**src/rtl/pipe_adder_pkg.sv**
```systemverilog
// Shared definitions for the pipelined add/sub unit.
// Operation encodings, stage limit and the overflow rule.
package pipe_adder_pkg;

  localparam logic ADD_OP = 1'b0;
  localparam logic SUB_OP = 1'b1;
  localparam int   MAX_STAGES = 8;

  function automatic logic ovf_f(
    input logic sg,
    input logic sb,
    input logic cm,
    input logic co
  );
    ovf_f = sg ? (cm ^ co) : (co ^ sb);
  endfunction

endpackage

```
**src/rtl/pipe_adder_seg.sv**
```systemverilog
// One carry-chain segment of the pipelined adder.
// cmsb is the carry into the segment MSB.
module add_seg #(
  parameter int SEG = 16
) (
  input  logic [SEG-1:0] a,
  input  logic [SEG-1:0] b,
  input  logic           cin,
  output logic [SEG-1:0] sum,
  output logic           cout,
  output logic           cmsb
);

  logic [SEG:0] full;

  // segment sum with carry out and carry into MSB
  always_comb begin
    full = {1'b0, a} + {1'b0, b}
         + {{SEG{1'b0}}, cin};
    sum  = full[SEG-1:0];
    cout = full[SEG];
    cmsb = sum[SEG-1] ^ a[SEG-1]
         ^ b[SEG-1];
  end

endmodule

```
**src/rtl/pipe_adder.sv**
```systemverilog
// Pipelined add/sub unit, one register per carry segment.
// Valid/stall chain with bubble compression.
module pipe_adder
  import pipe_adder_pkg::*;
#(
  parameter int WIDTH  = 32,
  parameter int STAGES = 2
) (
  input  logic             clk,
  input  logic             rst_n,
  input  logic             in_valid,
  output logic             in_ready,
  input  logic [WIDTH-1:0] in0,
  input  logic [WIDTH-1:0] in1,
  input  logic             sub,
  input  logic             is_signed,
  output logic             out_valid,
  input  logic             out_ready,
  output logic [WIDTH-1:0] out,
  output logic             carry,
  output logic             overflow
);

  localparam int SEG = WIDTH / STAGES;

  logic [WIDTH-1:0] a_p  [STAGES];
  logic [WIDTH-1:0] b_p  [STAGES];
  logic             sg_p [STAGES];
  logic             sb_p [STAGES];
  logic [WIDTH-1:0] s_p  [STAGES+1];
  logic             c_p  [STAGES+1];
  logic             vp   [STAGES+1];
  logic             ld   [STAGES];
  logic [SEG-1:0]   sum_w [STAGES];
  logic             co_w [STAGES];
  logic             cm_w [STAGES];
  logic             ov_q;

  assign a_p[0]  = in0;
  assign b_p[0]  = (sub == ADD_OP) ? in1 : ~in1;
  assign sg_p[0] = is_signed;
  assign sb_p[0] = sub;
  assign s_p[0]  = '0;
  assign c_p[0]  = (sub == SUB_OP);
  assign vp[0]   = in_valid;

  // stage k loads when empty or when everything after it drains
  always_comb begin
    logic acc;
    acc = out_ready;
    for (int k = STAGES - 1; k >= 0; k--) begin
      acc   = acc | ~vp[k+1];
      ld[k] = acc;
    end
  end

  assign in_ready  = ld[0];
  assign out_valid = vp[STAGES];
  assign out       = s_p[STAGES];
  assign carry     = c_p[STAGES];
  assign overflow  = ov_q;

  for (genvar k = 0; k < STAGES; k++) begin : g_st
    logic [WIDTH-1:0] s_nx;
    logic             en;

    assign en = ld[k] & vp[k];

    add_seg #(
      .SEG (SEG)
    ) u_seg (
      .a    (a_p[k][k*SEG +: SEG]),
      .b    (b_p[k][k*SEG +: SEG]),
      .cin  (c_p[k]),
      .sum  (sum_w[k]),
      .cout (co_w[k]),
      .cmsb (cm_w[k])
    );

    // merge this segment into the running partial sum
    always_comb begin
      s_nx = s_p[k];
      s_nx[k*SEG +: SEG] = sum_w[k];
    end

    // stage valid, partial sum and carry
    always_ff @(posedge clk or negedge rst_n) begin
      if (!rst_n) begin
        vp[k+1]  <= 1'b0;
        s_p[k+1] <= '0;
        c_p[k+1] <= 1'b0;
      end else if (ld[k]) begin
        vp[k+1] <= vp[k];
        if (vp[k]) begin
          s_p[k+1] <= s_nx;
          c_p[k+1] <= co_w[k];
        end
      end
    end

    if (k < STAGES - 1) begin : g_fwd
      logic unused_cm;
      assign unused_cm = cm_w[k];

      // skew the operands and flags to the next segment
      always_ff @(posedge clk or negedge rst_n) begin
        if (!rst_n) begin
          a_p[k+1]  <= '0;
          b_p[k+1]  <= '0;
          sg_p[k+1] <= 1'b0;
          sb_p[k+1] <= 1'b0;
        end else if (en) begin
          a_p[k+1]  <= a_p[k];
          b_p[k+1]  <= b_p[k];
          sg_p[k+1] <= sg_p[k];
          sb_p[k+1] <= sb_p[k];
        end
      end
    end else begin : g_last
      logic unused_ab;
      assign unused_ab = ^{a_p[k], b_p[k]};

      // overflow is resolved in the MSB segment
      always_ff @(posedge clk or negedge rst_n) begin
        if (!rst_n) ov_q <= 1'b0;
        else if (en)
          ov_q <= ovf_f(sg_p[k], sb_p[k],
                        cm_w[k], co_w[k]);
      end
    end
  end

endmodule
```
**config.mk**
```make
export PLATFORM = sky130hd
export DESIGN_NAME = pipe_adder
export DESIGN_NICKNAME = d
export VERILOG_FILES = /design/src/rtl/pipe_adder_pkg.sv /design/src/rtl/pipe_adder_seg.sv /design/src/rtl/pipe_adder.sv
export SDC_FILE = /design/constraint.sdc
export NUM_CORES = 1
export LEC_CHECK = 0
export ABC_AREA = 1
export CAP_MARGIN = 10
export CELL_PAD_IN_SITES_DETAIL_PLACEMENT = 1
export CELL_PAD_IN_SITES_GLOBAL_PLACEMENT = 1
export CORE_MARGIN = 3
export CORE_UTILIZATION = 35
export DETAILED_ROUTE_END_ITERATION = 8
export PLACE_DENSITY = 0.8
export SYNTH_ARGS = -nofsm -noshare
export SYNTH_HDL_FRONTEND = slang
export SYNTH_SLANG_ARGS = --single-unit
```
**constraint.sdc**
```tcl
create_clock -name clk -period 2.7 [get_ports clk]
set_input_delay 0.54 -clock clk [delete_from_list [all_inputs] [get_ports clk]]
set_output_delay 0.54 -clock clk [all_outputs]
set_load 0.05 [all_outputs]
```
==> summary.txt <==
Min path
  – Worst Hold Class: in -> async

Cells and area
  – Share of cells above drive strength 1: 0.0633
  – Syn-to-layout area delta: 32.2%
  – Core Util, Final: 0.476
  – Nets: 840
  – Filler cells: 1,694
  – Final instance area: 6630 µm²
  – ANT cells: 0
  – Non-Filler Instances: 922

Logic synthesis
  – Post-Syn Area: 5010 µm²
  – Synth top area share: 0.434
  – Fraction of the mapped netlist area in simple logic gates: 0.238
  – Syn_area_per_cell: 8.03 µm²
  – YS warnings: 0
  – Distinct cell type count after synthesis: 33
  – Seq/Total Area, Yosys: 0.434
  – Synth Flop Type: dfrtp_1
  – Cells after Synth: 624
  – Mux cell area share after synthesis: 0
  – Post-Synth Adder-Cell Area: 0.0869
  – Synth Area in Compound Gates: 0.101
  – Synth area leaders: dfrtp_1 43%, nand2_1 17%, ha_1 7.5%
  – XOR/XNOR share of the synthesized area: 0.0874
  – Largest family of logic cells by synthesized area: simple AND/OR/NAND/NOR gates
  – Post-synthesis register bit count: 87
  – Async SR Flop Fraction: 1.00
  – Net Count, Synth: 727
  – Largest area contributor in the netlist: dfrtp_1
  – Post-synth EDFFs: 0

Worst setup path
  – WP data arrival: 2.71 ns
  – CP Capture Type: flip-flop
  – Critical Path Start: a_p[16]
  – CP Class: reg -> reg
  – Worst R2R Path Depth: 13
  – Crit path capture: overflow
  – Critical Path RT: 2.94 ns
  – Reg2reg setup slack: 0.23 ns
  – Reg-to-reg startpoint: a_p[16]
  – Setup crit start kind: flip-flop
  – Reg2reg end: overflow
  – CP Max Fanout: 3

Global route
  – Initial antenna violation count: 1
  – Pin count of the biggest net entering global routing: 49
  – Grt ovf: 0
  – First-pass GRT wire length: 24,500 µm
  – Total track usage: 0.192
  – Number of global-route vias before repair: 5,037

Place
  – Post-place instance area: 6360 µm²
  – GPL Wtd Cong: 0.934
  – Dpl cells: between 900 and 1,000
  – HPWL Detailed: 11,000 µm
  – Number of I/O port buffers: 105

Drt
  – Drt via density: about 5
  – Drc violations: 0
  – Via count: 4,541
  – Antenna-violating nets left: 0
  – DR iter-0 viols: around 150
  – Drt total wl: 14,700 µm
  – DR WL/cell: roughly 16 µm
  – Drt first pass iters: 4

Timing
  – Setup Viol. Count Final: 0
  – RSZ-0062 raised after global routing: false
  – Slew Limit Headroom: 0.635
  – Final period util: 0.915
  – Worst Max-Slew Pin Slew: 0.545 ns
  – Max Slew Vio Count: 0
  – Setup_tns: 0 ns
  – Layout Skew: 0.00495 ns
  – Final Hold Viols: 0
  – Tmin final: 2.47 ns
  – Fmax achieved: 0.405 GHz

Power and ir drop
  – Total power: 5930 µW
  – Max VDD drop: roughly 0.00040 V
  – Leakage: around 0.0032 µW
  – Power Dens Cells: 895 nW/µm²

Floorplanning
  – Initial core utilization: 0.360
  – I/O pin count: roughly 110
  – # rows: 43
  – Area of the core: 13,900 µm²
  – Die Span Y: 126 µm
  – Die X: approximately 130 µm
  – Die area: 15,800 µm²

Clocking
  – CTS tree: done
  – Hold-fix buffers, CTS: 0
  – Clk slew on worst S/H paths: 0.06 ns
  – H-tree Lvls: 3
  – Num Clock Sinks: 87
  – Root Driver: clkbuf_16
  – Post-CTS setup buffer count: 0
  – Bufs on Longest Clock Path: 2
  – Inserted Clock Buffers: 9
  – Resize count post-CTS: 0
  – Clk_lat worst skew: ~0.34 ns

Outcome
  – Outcome: completed

Job
  – Max Cap Violations: 0
area by class of cell:
| cell class | count | area [µm²] | area share |
|---|---|---|---|
| Multi-Input combinational cell | 469 | 2570 | 0.388 |
| Inverter | 46 | 173 | 0.0261 |
| Clock buffer | 16 | 272 | 0.0410 |
| Sequential cell | 87 | 2180 | 0.328 |
| Tap cell | 180 | 225 | 0.0340 |
| Timing Repair Buffer | 124 | 1210 | 0.182 |
synthesized netlist by cell type (5+ instances only):
cell	number
a21oi_1	20
a31oi_1	5
buf_2	5
clkbuf_1	16
dfrtp_1	87
ha_1	30
inv_1	44
nand2_1	227
nand3_1	31
nor2_1	22
o21ai_0	49
xnor2_1	27
xor2_1	23
kinds of logic (layout without fill, tap and decap cells):
group	Yosys count	after routing
buffers and inverters	68	186
xor gates and xnor gates	50	50
adders and majority gates	33	33
AOI/OAI and AO/OA	90	90
and+or+nand+nor	296	296
DFF	87	87
routing by layer:
metal	GRT usage	share of wire	vias to the layer above
met3	0.0242	0.030	19
met4	0.0727	0.021	2
met1	0.226	0.42	2213
met5	0	0.0012	-
met2	0.354	0.52	93
li1	-	-	2214
worst max-delay path, cell delays in order (launching register included):
cell and delay [ns]:
dfrtp_1 0.40, fa_1 0.47, inv_1 0.09, fa_1 0.21
nand3b_1 0.12, nand2_1 0.12, nand3_1 0.10, nand3_1 0.18
nand2_1 0.16, nor2_1 0.05, nor2_1 0.20, nand3_1 0.11
nand3_1 0.09, nand2_1 0.05
placed cells by master, fill, tap and decap left out:
| cell type | instances |
|---|---|
| a21boi_1 | 2 |
| a21o_1 | 2 |
| a21oi_1 | 20 |
| a221oi_1 | 2 |
| a31o_2 | 1 |
| a31oi_1 | 5 |
| buf_12 | 2 |
| buf_2 | 1 |
| buf_4 | 19 |
| clkbuf_1 | 5 |
| clkbuf_16 | 9 |
| clkbuf_8 | 2 |
| clkdlybuf4s50_1 | 102 |
| dfrtp_1 | 87 |
| fa_1 | 3 |
| ha_1 | 30 |
| inv_1 | 44 |
| inv_2 | 2 |
| nand2_1 | 226 |
| nand2_2 | 3 |
| nand2_4 | 1 |
| nand3_1 | 31 |
| nand3b_1 | 2 |
| nand4_1 | 1 |
| nor2_1 | 22 |
| nor3_1 | 4 |
| o211ai_1 | 1 |
| o21ai_0 | 49 |
| o21ai_1 | 4 |
| o21ai_2 | 1 |
| o21ai_4 | 1 |
| o21bai_1 | 1 |
| o21bai_2 | 1 |
| or2_1 | 2 |
| or2_2 | 4 |
| xnor2_1 | 27 |
| xor2_1 | 23 |
power by group:
group	internal, µW	leakage, µW	switching [µW]
clock	677	0.000131	505
combinational	1010	0.00204	1810
sequential	1680	0.00106	239
total	3370	0.00323	2560
registers in the layout (all words and copies together) (netlist names):
| name | flops |
|---|---|
| sb_p | 1 |
| a_p | 16 |
| g_st.s_nx | 16 |
| sg_p | 1 |
| out_valid | 1 |
| carry | 1 |
| out | 32 |
| c_p | 1 |
| overflow | 1 |
| vp | 1 |
| b_p | 16 |
stage by stage:
stage                     setup slack (ns)  hold slack [ns]
final                                0.229            0.182
after global routing              0.000727            0.225
after CTS                            0.210            0.199
after detailed placement           -0.0862            0.469
after global placement              0.0120            0.455
after floorplan                      0.207            0.244
worst min path at each step:
| stage | end | depth (start not counted) |
|---|---|---|
| floorplan | a_p[16] | 0 |
| global placement | out[4] | 2 |
| detailed placement | out[4] | 2 |
| CTS | b_p[22] | 1 |
| global route | b_p[22] | 1 |
| finish | a_p[23] | 1 |
Power figures use the tool's default switching activity.
